===== src/rtl/alu_pkg.sv =====
// Shared encodings for the execute-stage ALU / M-extension unit.
package alu_pkg;

  // op[4] selects the M extension; op[3:0] is the base code, op[2:0] the funct3.
  localparam int unsigned OpW = 5;

  typedef struct packed {
    logic       is_m;
    logic [3:0] code;
  } op_t;

  typedef enum logic [3:0] {
    AluAdd   = 4'd0,
    AluSub   = 4'd1,
    AluAnd   = 4'd2,
    AluOr    = 4'd3,
    AluXor   = 4'd4,
    AluSlt   = 4'd5,
    AluSltu  = 4'd6,
    AluSll   = 4'd7,
    AluSrl   = 4'd8,
    AluSra   = 4'd9,
    AluCopyB = 4'd10,
    AluXxx   = 4'd11
  } alu_op_e;

  typedef enum logic [2:0] {
    MdMul    = 3'd0,
    MdMulh   = 3'd1,
    MdMulhsu = 3'd2,
    MdMulhu  = 3'd3,
    MdDiv    = 3'd4,
    MdDivu   = 3'd5,
    MdRem    = 3'd6,
    MdRemu   = 3'd7
  } md_op_e;

  typedef enum logic [1:0] {
    StIdle = 2'd0,
    StMul  = 2'd1,
    StDiv  = 2'd2,
    StDone = 2'd3
  } state_e;

endpackage


===== src/rtl/alu_divider.sv =====
// Iterative restoring divider on operand magnitudes with final sign fixup.
// Loaded by start; done is high for one cycle after XLEN steps, with result valid.
module alu_divider
  import alu_pkg::*;
#(
  parameter int unsigned XLEN = 32
) (
  input  logic            clk,
  input  logic            rst,
  input  logic            flush,
  input  logic            start,
  input  logic            is_signed,
  input  logic            is_rem,
  input  logic [XLEN-1:0] a,
  input  logic [XLEN-1:0] b,
  output logic            done,
  output logic [XLEN-1:0] result
);

  localparam int unsigned CW = $clog2(XLEN) + 1;

  logic [CW-1:0]   cnt_q;
  logic            active_q;
  logic [XLEN-1:0] quot_q, rem_q, divisor_q;
  logic            neg_q_q, neg_r_q, rem_sel_q;

  logic [XLEN:0]   rem_shift, diff;
  logic [XLEN-1:0] mag_a, mag_b;

  // One restoring step: shift in the next dividend bit, subtract if it fits.
  always_comb begin
    rem_shift = {rem_q, quot_q[XLEN-1]};
    diff      = rem_shift - {1'b0, divisor_q};
    mag_a     = (is_signed && a[XLEN-1]) ? -a : a;
    mag_b     = (is_signed && b[XLEN-1]) ? -b : b;
    done      = active_q && (cnt_q == '0);
    if (rem_sel_q) result = neg_r_q ? -rem_q : rem_q;
    else           result = neg_q_q ? -quot_q : quot_q;
  end

  // Load on start, iterate while the counter runs, retire once it expires.
  always_ff @(posedge clk) begin
    if (rst) begin
      cnt_q     <= '0;
      active_q  <= 1'b0;
      quot_q    <= '0;
      rem_q     <= '0;
      divisor_q <= '0;
      neg_q_q   <= 1'b0;
      neg_r_q   <= 1'b0;
      rem_sel_q <= 1'b0;
    end else if (flush) begin
      cnt_q    <= '0;
      active_q <= 1'b0;
    end else if (start) begin
      cnt_q     <= CW'(XLEN);
      active_q  <= 1'b1;
      quot_q    <= mag_a;
      rem_q     <= '0;
      divisor_q <= mag_b;
      neg_q_q   <= is_signed && (a[XLEN-1] ^ b[XLEN-1]);
      neg_r_q   <= is_signed && a[XLEN-1];
      rem_sel_q <= is_rem;
    end else if (active_q) begin
      if (cnt_q != '0) begin
        // diff[XLEN] is the borrow: clear means the divisor fits.
        if (!diff[XLEN]) begin
          rem_q  <= diff[XLEN-1:0];
          quot_q <= {quot_q[XLEN-2:0], 1'b1};
        end else begin
          rem_q  <= rem_shift[XLEN-1:0];
          quot_q <= {quot_q[XLEN-2:0], 1'b0};
        end
        cnt_q <= cnt_q - 1'b1;
      end else begin
        active_q <= 1'b0;
      end
    end
  end

endmodule


===== src/rtl/alu_muldiv.sv =====
// Execute-stage integer ALU plus M extension with valid/ready handshake.
// Build option: ALU_MULDIV_FAST_MUL_EN selects a single-cycle multiplier;
// otherwise multiply is an XLEN-step shift-add in the MUL state.
module alu_muldiv
  import alu_pkg::*;
#(
  parameter  int unsigned XLEN = 32,
  localparam int unsigned SHW  = $clog2(XLEN)
) (
  input  logic            clk,
  input  logic            rst,
  input  logic            flush,
  input  logic            in_valid,
  output logic            in_ready,
  input  logic [OpW-1:0]  op,
  input  logic [XLEN-1:0] a,
  input  logic [XLEN-1:0] b,
  output logic            out_valid,
  input  logic            out_ready,
  output logic [XLEN-1:0] out,
  output logic            busy
);

  state_e          state_q;
  logic [XLEN-1:0] out_q;

  op_t             op_s;
  logic [2:0]      funct;
  logic [SHW-1:0]  shamt;
  logic [XLEN-1:0] alu_res, exc_res, mag_a, mag_b;
  logic            is_div, div_signed, is_rem, b_zero, div_ovf, exc_div;
  logic            a_sgn, b_sgn, mul_neg_d, mul_hi_d;
  logic            div_start, div_done;
  logic [XLEN-1:0] div_result;
  logic [XLEN-1:0] mul_out;

  assign op_s  = op;
  assign funct = op_s.code[2:0];

  assign in_ready  = (state_q == StIdle) && !rst;
  assign out_valid = (state_q == StDone);
  assign busy      = (state_q != StIdle);
  assign out       = out_q;

  // Base ALU result, divide special cases and multiply operand preparation.
  always_comb begin
    shamt = b[SHW-1:0];
    case (op_s.code)
      AluAdd:   alu_res = a + b;
      AluSub:   alu_res = a - b;
      AluAnd:   alu_res = a & b;
      AluOr:    alu_res = a | b;
      AluXor:   alu_res = a ^ b;
      AluSlt:   alu_res = {{(XLEN-1){1'b0}}, $signed(a) < $signed(b)};
      AluSltu:  alu_res = {{(XLEN-1){1'b0}}, a < b};
      AluSll:   alu_res = a << shamt;
      AluSrl:   alu_res = a >> shamt;
      AluSra:   alu_res = $unsigned($signed(a) >>> shamt);
      AluCopyB: alu_res = b;
      default:  alu_res = '0;
    endcase

    is_div     = funct[2];
    div_signed = !funct[0];
    is_rem     = funct[1];
    b_zero     = (b == '0);
    div_ovf    = div_signed && (a == {1'b1, {(XLEN-1){1'b0}}}) && (b == '1);
    exc_div    = is_div && (b_zero || div_ovf);
    if (b_zero) exc_res = is_rem ? a : '1;
    else        exc_res = is_rem ? '0 : a;

    // MUL is treated as signed x signed; its low half is sign-agnostic.
    a_sgn     = (funct[1:0] != 2'b11);
    b_sgn     = !funct[1];
    mul_hi_d  = (funct[1:0] != 2'b00);
    mag_a     = (a_sgn && a[XLEN-1]) ? -a : a;
    mag_b     = (b_sgn && b[XLEN-1]) ? -b : b;
    mul_neg_d = (a_sgn && a[XLEN-1]) ^ (b_sgn && b[XLEN-1]);
  end

  assign div_start = (state_q == StIdle) && in_valid && !flush && op_s.is_m && is_div
                     && !exc_div;

  alu_divider #(
    .XLEN (XLEN)
  ) u_divider (
    .clk       (clk),
    .rst       (rst),
    .flush     (flush),
    .start     (div_start),
    .is_signed (div_signed),
    .is_rem    (is_rem),
    .a         (a),
    .b         (b),
    .done      (div_done),
    .result    (div_result)
  );

`ifdef ALU_MULDIV_FAST_MUL_EN
  logic [2*XLEN-1:0] mul_prod, mul_res;

  // Full-width product of magnitudes, sign restored, half selected.
  always_comb begin
    mul_prod = {{XLEN{1'b0}}, mag_a} * {{XLEN{1'b0}}, mag_b};
    mul_res  = mul_neg_d ? -mul_prod : mul_prod;
    mul_out  = mul_hi_d ? mul_res[2*XLEN-1:XLEN] : mul_res[XLEN-1:0];
  end
`else
  localparam int unsigned CW = SHW + 1;

  logic [CW-1:0]     mul_cnt_q;
  logic [2*XLEN-1:0] mul_acc_q, mul_mcand_q, mul_res;
  logic [XLEN-1:0]   mul_mplier_q;
  logic              mul_neg_q, mul_hi_q;

  // Sign restore and half selection on the accumulated magnitude product.
  always_comb begin
    mul_res = mul_neg_q ? -mul_acc_q : mul_acc_q;
    mul_out = mul_hi_q ? mul_res[2*XLEN-1:XLEN] : mul_res[XLEN-1:0];
  end
`endif

  // Control FSM and registered result.
  always_ff @(posedge clk) begin
    if (rst) begin
      state_q <= StIdle;
      out_q   <= '0;
`ifndef ALU_MULDIV_FAST_MUL_EN
      mul_cnt_q    <= '0;
      mul_acc_q    <= '0;
      mul_mcand_q  <= '0;
      mul_mplier_q <= '0;
      mul_neg_q    <= 1'b0;
      mul_hi_q     <= 1'b0;
`endif
    end else if (flush) begin
      state_q <= StIdle;
`ifndef ALU_MULDIV_FAST_MUL_EN
      mul_cnt_q <= '0;
`endif
    end else begin
      unique case (state_q)
        StIdle: begin
          if (in_valid) begin
            if (!op_s.is_m) begin
              out_q   <= alu_res;
              state_q <= StDone;
            end else if (is_div) begin
              if (exc_div) begin
                out_q   <= exc_res;
                state_q <= StDone;
              end else begin
                state_q <= StDiv;
              end
            end else begin
`ifdef ALU_MULDIV_FAST_MUL_EN
              out_q   <= mul_out;
              state_q <= StDone;
`else
              mul_acc_q    <= '0;
              mul_mcand_q  <= {{XLEN{1'b0}}, mag_a};
              mul_mplier_q <= mag_b;
              mul_neg_q    <= mul_neg_d;
              mul_hi_q     <= mul_hi_d;
              mul_cnt_q    <= CW'(XLEN);
              state_q      <= StMul;
`endif
            end
          end
        end
        StMul: begin
`ifdef ALU_MULDIV_FAST_MUL_EN
          state_q <= StIdle;
`else
          if (mul_cnt_q != '0) begin
            if (mul_mplier_q[0]) mul_acc_q <= mul_acc_q + mul_mcand_q;
            mul_mcand_q  <= mul_mcand_q << 1;
            mul_mplier_q <= mul_mplier_q >> 1;
            mul_cnt_q    <= mul_cnt_q - 1'b1;
          end else begin
            out_q   <= mul_out;
            state_q <= StDone;
          end
`endif
        end
        StDiv: begin
          if (div_done) begin
            out_q   <= div_result;
            state_q <= StDone;
          end
        end
        StDone: begin
          if (out_ready) state_q <= StIdle;
        end
        default: state_q <= StIdle;
      endcase
    end
  end

endmodule


===== config.mk =====
export PLATFORM = sky130hd
export DESIGN_NAME = alu_muldiv
export DESIGN_NICKNAME = d
export VERILOG_FILES = /design/src/rtl/alu_pkg.sv /design/src/rtl/alu_divider.sv /design/src/rtl/alu_muldiv.sv
export SDC_FILE = /design/constraint.sdc
export NUM_CORES = 2
export LEC_CHECK = 0
export CAP_MARGIN = 20
export CORE_MARGIN = 1
export CORE_UTILIZATION = 30
export DETAILED_ROUTE_END_ITERATION = 8
export GPL_TIMING_DRIVEN = 0
export HOLD_SLACK_MARGIN = 0.08
export PLACE_DENSITY_LB_ADDON = 0.05
export RECOVER_POWER = 100
export SLEW_MARGIN = 20
export SYNTH_ARGS = -nofsm -noshare
export SYNTH_HDL_FRONTEND = slang
export SYNTH_HIERARCHICAL = 1
export SYNTH_SLANG_ARGS = --single-unit

===== constraint.sdc =====
create_clock -name clk -period 10 [get_ports clk]
set_input_delay 3 -clock clk [delete_from_list [all_inputs] [get_ports clk]]
set_output_delay 3 -clock clk [all_outputs]
set_load 0.1 [all_outputs]

== Word-level counts from Yosys, hierarchy flattened ==
Cells that the tools add are included.

* Flip-flop bits (word level): 308
* Input bits: 74
* Output and inout port bits: 35
* Logic and storage cells: 174

* Add/subtract/negate cells: 11
* $lt $le $gt $ge: 2
* Equal/unequal tests: 26
* Shifts and indexed selects: 3
* Mux-type cells: 63
* Bitwise gates (word level): 7
* Reductions and logical operators: 45

{| class="wikitable"
|+ Operators by type and width
! operator !! number
|-
| 2-to-1 mux 32 bit || 28
|-
| 2-to-1 mux 64 bit || 10
|-
| one-hot mux 32 bit (11 select lines) || 1
|-
| one-hot mux 64 bit (2 select lines) || 2
|-
| negation 32 bit || 4
|-
| one-hot mux 32 bit (3 select lines) || 1
|-
| adder 64 bit || 1
|-
| == test 32 bit (second input constant) || 2
|-
| less-than comparator 32 bit || 2
|-
| negation 64 bit || 1
|-
| one-hot mux 32 bit (2 select lines) || 1
|-
| 2-to-1 mux 6 bit || 7
|-
| subtractor 33 x 32 -> 33 bit || 1
|-
| adder 32 bit || 1
|-
| AND 32 bit || 1
|-
| logical NOT 32 bit || 1
|-
| OR 32 bit || 1
|-
| left shift 32 x 5 -> 32 bit || 1
|-
| right shift 32 x 5 -> 32 bit || 1
|-
| >>> shifter 32 x 5 -> 32 bit || 1
|-
| subtractor 32 bit || 1
|-
| XOR 32 bit || 1
|-
| == test 4 x 3 -> 1 bit (second input constant) || 4
|-
| inequality test 2 bit (second input constant) || 8
|-
| 31 further kinds || 75
|}

== Logic depth before layout (Yosys ltp) ==
* Depth after elaboration: 10
* Gate-level depth with buffers: 20
* Depth with buffers taken out: 16

== Hierarchy ==
The synthesis kept the hierarchy.

{| class="wikitable"
|+ Modules (own cells, without submodules)
! module !! times used !! cells an instance !! area an instance (um^2) !! sequential area each (um^2)
|-
| alu_muldiv || 1 || 3,406 || 24,417.2 || 4,043.9
|-
| alu_divider || 1 || 1,293 || 9,195.1 || 2,122.0
|}

== Least setup slack after synthesis ==
OpenSTA, ideal clock, no wires.

* Path kind: input-to-output
* Start point: input rst
* End point: output in_ready
* Data arrival time: 5.005 ns
* Required time: 7.000 ns
* Slack: 1.995 ns
* Stages on the path: 5
* Path buffers: 4
* Path through: clkbuf_1 -> clkbuf_1 -> clkbuf_1 -> clkbuf_1 -> nor2_1

* Cells in the longest elaborated chain, start to end: 2

{| class="wikitable"
|+ RTL lines
! item !! line !! text
|-
| from (decl) || alu_muldiv.sv:11 || <nowiki>input logic rst,</nowiki>
|-
| logical NOT 1 bit || alu_muldiv.sv:40 || <nowiki>assign in_ready = (state_q == StIdle) && !rst;</nowiki>
|-
| logical AND 1 bit || alu_muldiv.sv:40 ||
|-
| to (decl) || alu_muldiv.sv:14 || <nowiki>output logic in_ready,</nowiki>
|}

No other way between the ends.

== Worst setup path after layout ==
* Start point: input b[1]
* End point: register u_divider.rem_q[30]

* Cells in the longest elaborated chain, start to end: 8
* Elaborated cells on any way between the ends: 11
* Classes of those cells: 1 x eq/ne; 1 x mux; 9 x reduce/logical

{| class="wikitable"
|+ RTL lines
! item !! line !! text
|-
| from (decl) || alu_muldiv.sv:17 || <nowiki>input logic [XLEN-1:0] b,</nowiki>
|-
| == test 32 bit || alu_muldiv.sv:67 || <nowiki>div_ovf = div_signed && (a == {1'b1, {(XLEN-1){1'b0}}}) && (b == '1);</nowiki>
|-
| logical AND 1 bit || alu_muldiv.sv:67 ||
|-
| logical OR 1 bit (*) || alu_muldiv.sv:68 || <nowiki>exc_div = is_div && (b_zero || div_ovf);</nowiki>
|-
| logical AND 1 bit (*) || alu_muldiv.sv:68 ||
|-
| logical NOT 1 bit (*) || alu_muldiv.sv:82 || <nowiki>&& !exc_div;</nowiki>
|-
| logical AND 1 bit (*) || alu_muldiv.sv:82 ||
|-
| net div_start || alu_muldiv.sv:33 || <nowiki>logic div_start, div_done;</nowiki>
|-
| nonzero test 2 bit (no line) || n/a ||
|-
| AND reduction 3 bit (no line) || n/a ||
|-
| to (signal assigned) || alu_divider.sv:68 || <nowiki>rem_q <= diff[XLEN-1:0];</nowiki>
|-
| to (signal assigned) || alu_divider.sv:71 || <nowiki>rem_q <= rem_shift[XLEN-1:0];</nowiki>
|-
| to (decl) || alu_divider.sv:24 || <nowiki>logic [XLEN-1:0] quot_q, rem_q, divisor_q;</nowiki>
|}

The timed path passes the listed nets; every way through them passes the cells marked *.
A chain may end at the register's enable or synchronous reset.

==> impl_metrics.yaml <==
status:
  status: "finished, violations left"
  violations: "max-capacitance violations, max-slew violations, negative setup slack"
global_route:
  grtUsageTotal: 0.3386
  grt_pass1_wl_mm: 276.0
  grt_pass1_vias: 36542
  overflow: 0
  antenna_found_initial: 15
  grt_start_max_net_pins: 20
worst_setup_path:
  cp_common_cell: "clkbuf_1"
  crit_buf_inv: 7
  critical_path_class: "in2reg"
  rr_startpoint: "state_q[1]"
  reg2reg_depth: 11
  critPathCaptureType: "flip-flop"
  regToRegEndpoint: "mul_acc_q[39]"
  crit_required_ns: 10.53
  critPathTopFamily: "buffers and inverters"
  cp_cell_sequence: "clkdlybuf4s50_1, buf_1, inv_1, ha_1, and4_1, clkbuf_1, nand4_1, o221ai_1, nor2_1, and4b_1, clkbuf_1, nand2b_1, clkbuf_1, nand2_1, nor2_1, clkbuf_1, nand2_1, o211ai_1"
  r2r_slack_ns: 4.46
  critical_path.slowest_cell: "clkdlybuf4s50_1"
  start_kind: "input port"
  worstPathMaxFanout: 17
  slowest_delay_ns: 1.01
  cp.arrival_ns: 10.74
cells_and_area:
  final_cell_area_um2: 38040
  final-seq-area_um2: 6166
  drive_gt1_frac: 0.04732
  layout_commonest_cell: "nand2_1"
  area_growth_pct: 13.17
  multiInputGateArea_um2: 25320
  fill_cells: 12261
  mostFrequentLayoutCells: "nand2_1 (595), a21oi_1 (501), nor2_1 (405)"
  fin_nets: 5149
  fin_cells: 6375
yosys:
  yosysUniqueCellTypes: 99
  synth_area_per_cell_um2: 7.153
  synth-seq-cells: 308
  yosysWarnings: 6
  ys_seq_area_frac: 0.1834
  syn_nets: 4994
  synthArstFlopShare: 0
  synthCells: 4699
  synth_edf_count: 0
  ys.flop_type: "dfxtp_1"
  syn_area_um2: 33610
floorplan:
  ioPinCount: 109
  start_util: 0.3033
  rows: 122
  die_h_um: 336.7
  die_area_um2: 113400
  core_region_area_um2: 110800
  die_w_um: 336.7
drt:
  ant_nets: 0
  drc_errors: 0
  totalWireLength_mm: 197.6
  vias: 39145
  drt_iter0_markers: 4966
  routedWlPerCell_um: 30.99
  vias_per_cell: 6.140
  drt_pass1_iterations: 8
clock_network:
  cts_tree: "done"
  cts_inserted_buffers: 43
  insertion_delay_ns: 0.63
  cts_resized: 1
  cts.path.max_buffers: 3
  clock-sinks: 308
  cts_root_buffer: "clkbuf_16"
  cts_setup_buffers: 0
  ctsHtreeMaxLevel: 2
  hold_buffers: 0
  path_clk_slew_ns: 0.06
pwr:
  p_total_mw: 4.458
  power_density_nw_per_um2: 117.2
  leakage_nw: 14.51
  vdd_ir_drop_max_mv: 0.1110
worst_hold_path:
  hp-class: "reg2reg"
  hold_depth: 2
  whs_endpoint: "out[7]"
  hp-start: "out[7]"
timing:
  worst_pin_slew_ns: 2.235
  fmax_mhz: 97.99
  min_period_ns: 10.21
  hold_viol_final: 0
  rsz0062_at_grt: "yes"
  slew_headroom: -0.5013
  setup_viol: 30
  hold_slack_ns: 0.4530
  maxSlewViolCount: 11
  fin_crit_sh: 1.021
  clock_skew_ns: 0.05458
  worst_slack_ns: -0.2050
placed_design:
  place_congestion: 1.045
  dp.cells: 6300
  dpl.hpwl_mm: 159.1
  portBuffers: 106
  place_ws_ns: -0.7028
  placed_area_um2: 36610
run:
  drv_cap: 1
## Yosys cell counts, drive strengths merged (21+ instances only)
library cell	instances	area [um2]
a22oi	50	375.4
o31ai	73	553.0
a221oi	37	324.1
or3	68	442.9
and2	21	131.4
dfxtp	308	6166
nor2	406	1526
a21oi	503	2525
inv	182	683.2
o21bai	26	195.2
clkbuf	283	1164
nand2b	25	156.4
nor3	99	505.5
nand3	132	660.6
o21ai	321	1607
buf	63	272.8
o21a	24	180.2
mux4	54	1216
a31oi	57	356.6
o2111ai	32	280.3
o211ai	112	845.8
ha	217	2715
xor2	113	989.7
nand2	595	2233
mux2i	50	500.5
a211oi	69	518.0
or4	29	237.7
nand4	65	412.9
xnor2	208	1822
a21o	87	654.4
maj3	22	220.2
nor4	38	310.3
o41ai	24	217.7
## layer usage
layer	share of wire	wire [um]	global-route usage	up-vias
li1	-	-	-	17587
met1	0.44	86240	0.4615	19178
met2	0.42	82520	0.5044	1988
met3	0.090	17710	0.06792	388
met4	0.056	11080	0.1673	4
met5	0.00015	29	0	-
## kinds of logic after synthesis
group / Yosys count / synth area share
flip-flops: 308 / 0.1834
buffers and inverters: 534 / 0.06388
adder cells (fa/ha/maj): 243 / 0.08971
AO/OA/AOI/OAI: 1602 / 0.3055
AND/OR/NAND/NOR: 1570 / 0.2171
multiplexers: 121 / 0.05677
XOR/XNOR: 321 / 0.08364
## through the flow
stage / util / setup TNS [ns]
after floorplan: - / 0
after global placement: 0.3297 / -44.89
after detailed placement: 0.3303 / -39.79
after CTS: 0.3434 / 0
after global routing: 0.3431 / -0.03449
final: 0.3432 / -3.196
## registers in the layout, indices dropped and copies added, names as in the netlist, 2 cells and up
name / flops
mul_acc_q: 64
mul_mcand_q: 64
mul_mplier_q: 32
out: 32
u_divider/divisor_q: 32
u_divider/quot_q: 32
u_divider/rem_q: 32
mul_cnt_q: 6
u_divider/cnt_q: 6
state_q: 2
## power breakdown
group / switching [mW] / leakage (nW) / internal (mW)
Combinational: 1.10 / 11.3 / 0.425
Sequential: 0.0452 / 2.49 / 1.26
Clock: 0.660 / 0.719 / 0.962
## worst reg2reg max path, delay by kind of cell, from the launching register on
kind	cells	cell delay (ns)
DFF	1	0.35
AOI/OAI and AO/OA	3	0.76
buffers and inverters	4	1.20
adders and majority gates	1	0.34
and+or+nand+nor	3	2.79
## worst max-delay path by stage
stage	end	from	slack, ns	cells past startpoint
after floorplan	in_ready	rst	2.00	5
after global placement	u_divider/rem_q[30]	b[1]	-0.75	19
after detailed placement	u_divider/rem_q[30]	b[1]	-0.70	19
after CTS	u_divider/rem_q[30]	b[1]	0.32	18
after global routing	u_divider/rem_q[2]	b[1]	-0.02	18
final	u_divider/rem_q[30]	b[1]	-0.21	18
## cell type report
class	instances	area share
Buffer	344	0.03763
Inverter	187	0.01845
Clock buffer	55	0.03187
Timing Repair Buffer	113	0.02862
Antenna cell	5	0.0003289
Sequential cell	308	0.1621
Multi-Input combinational cell	3857	0.6656
Tap cell	1488	0.04895
Clock inverter	18	0.006414
(Power assumes the default switching activity.)
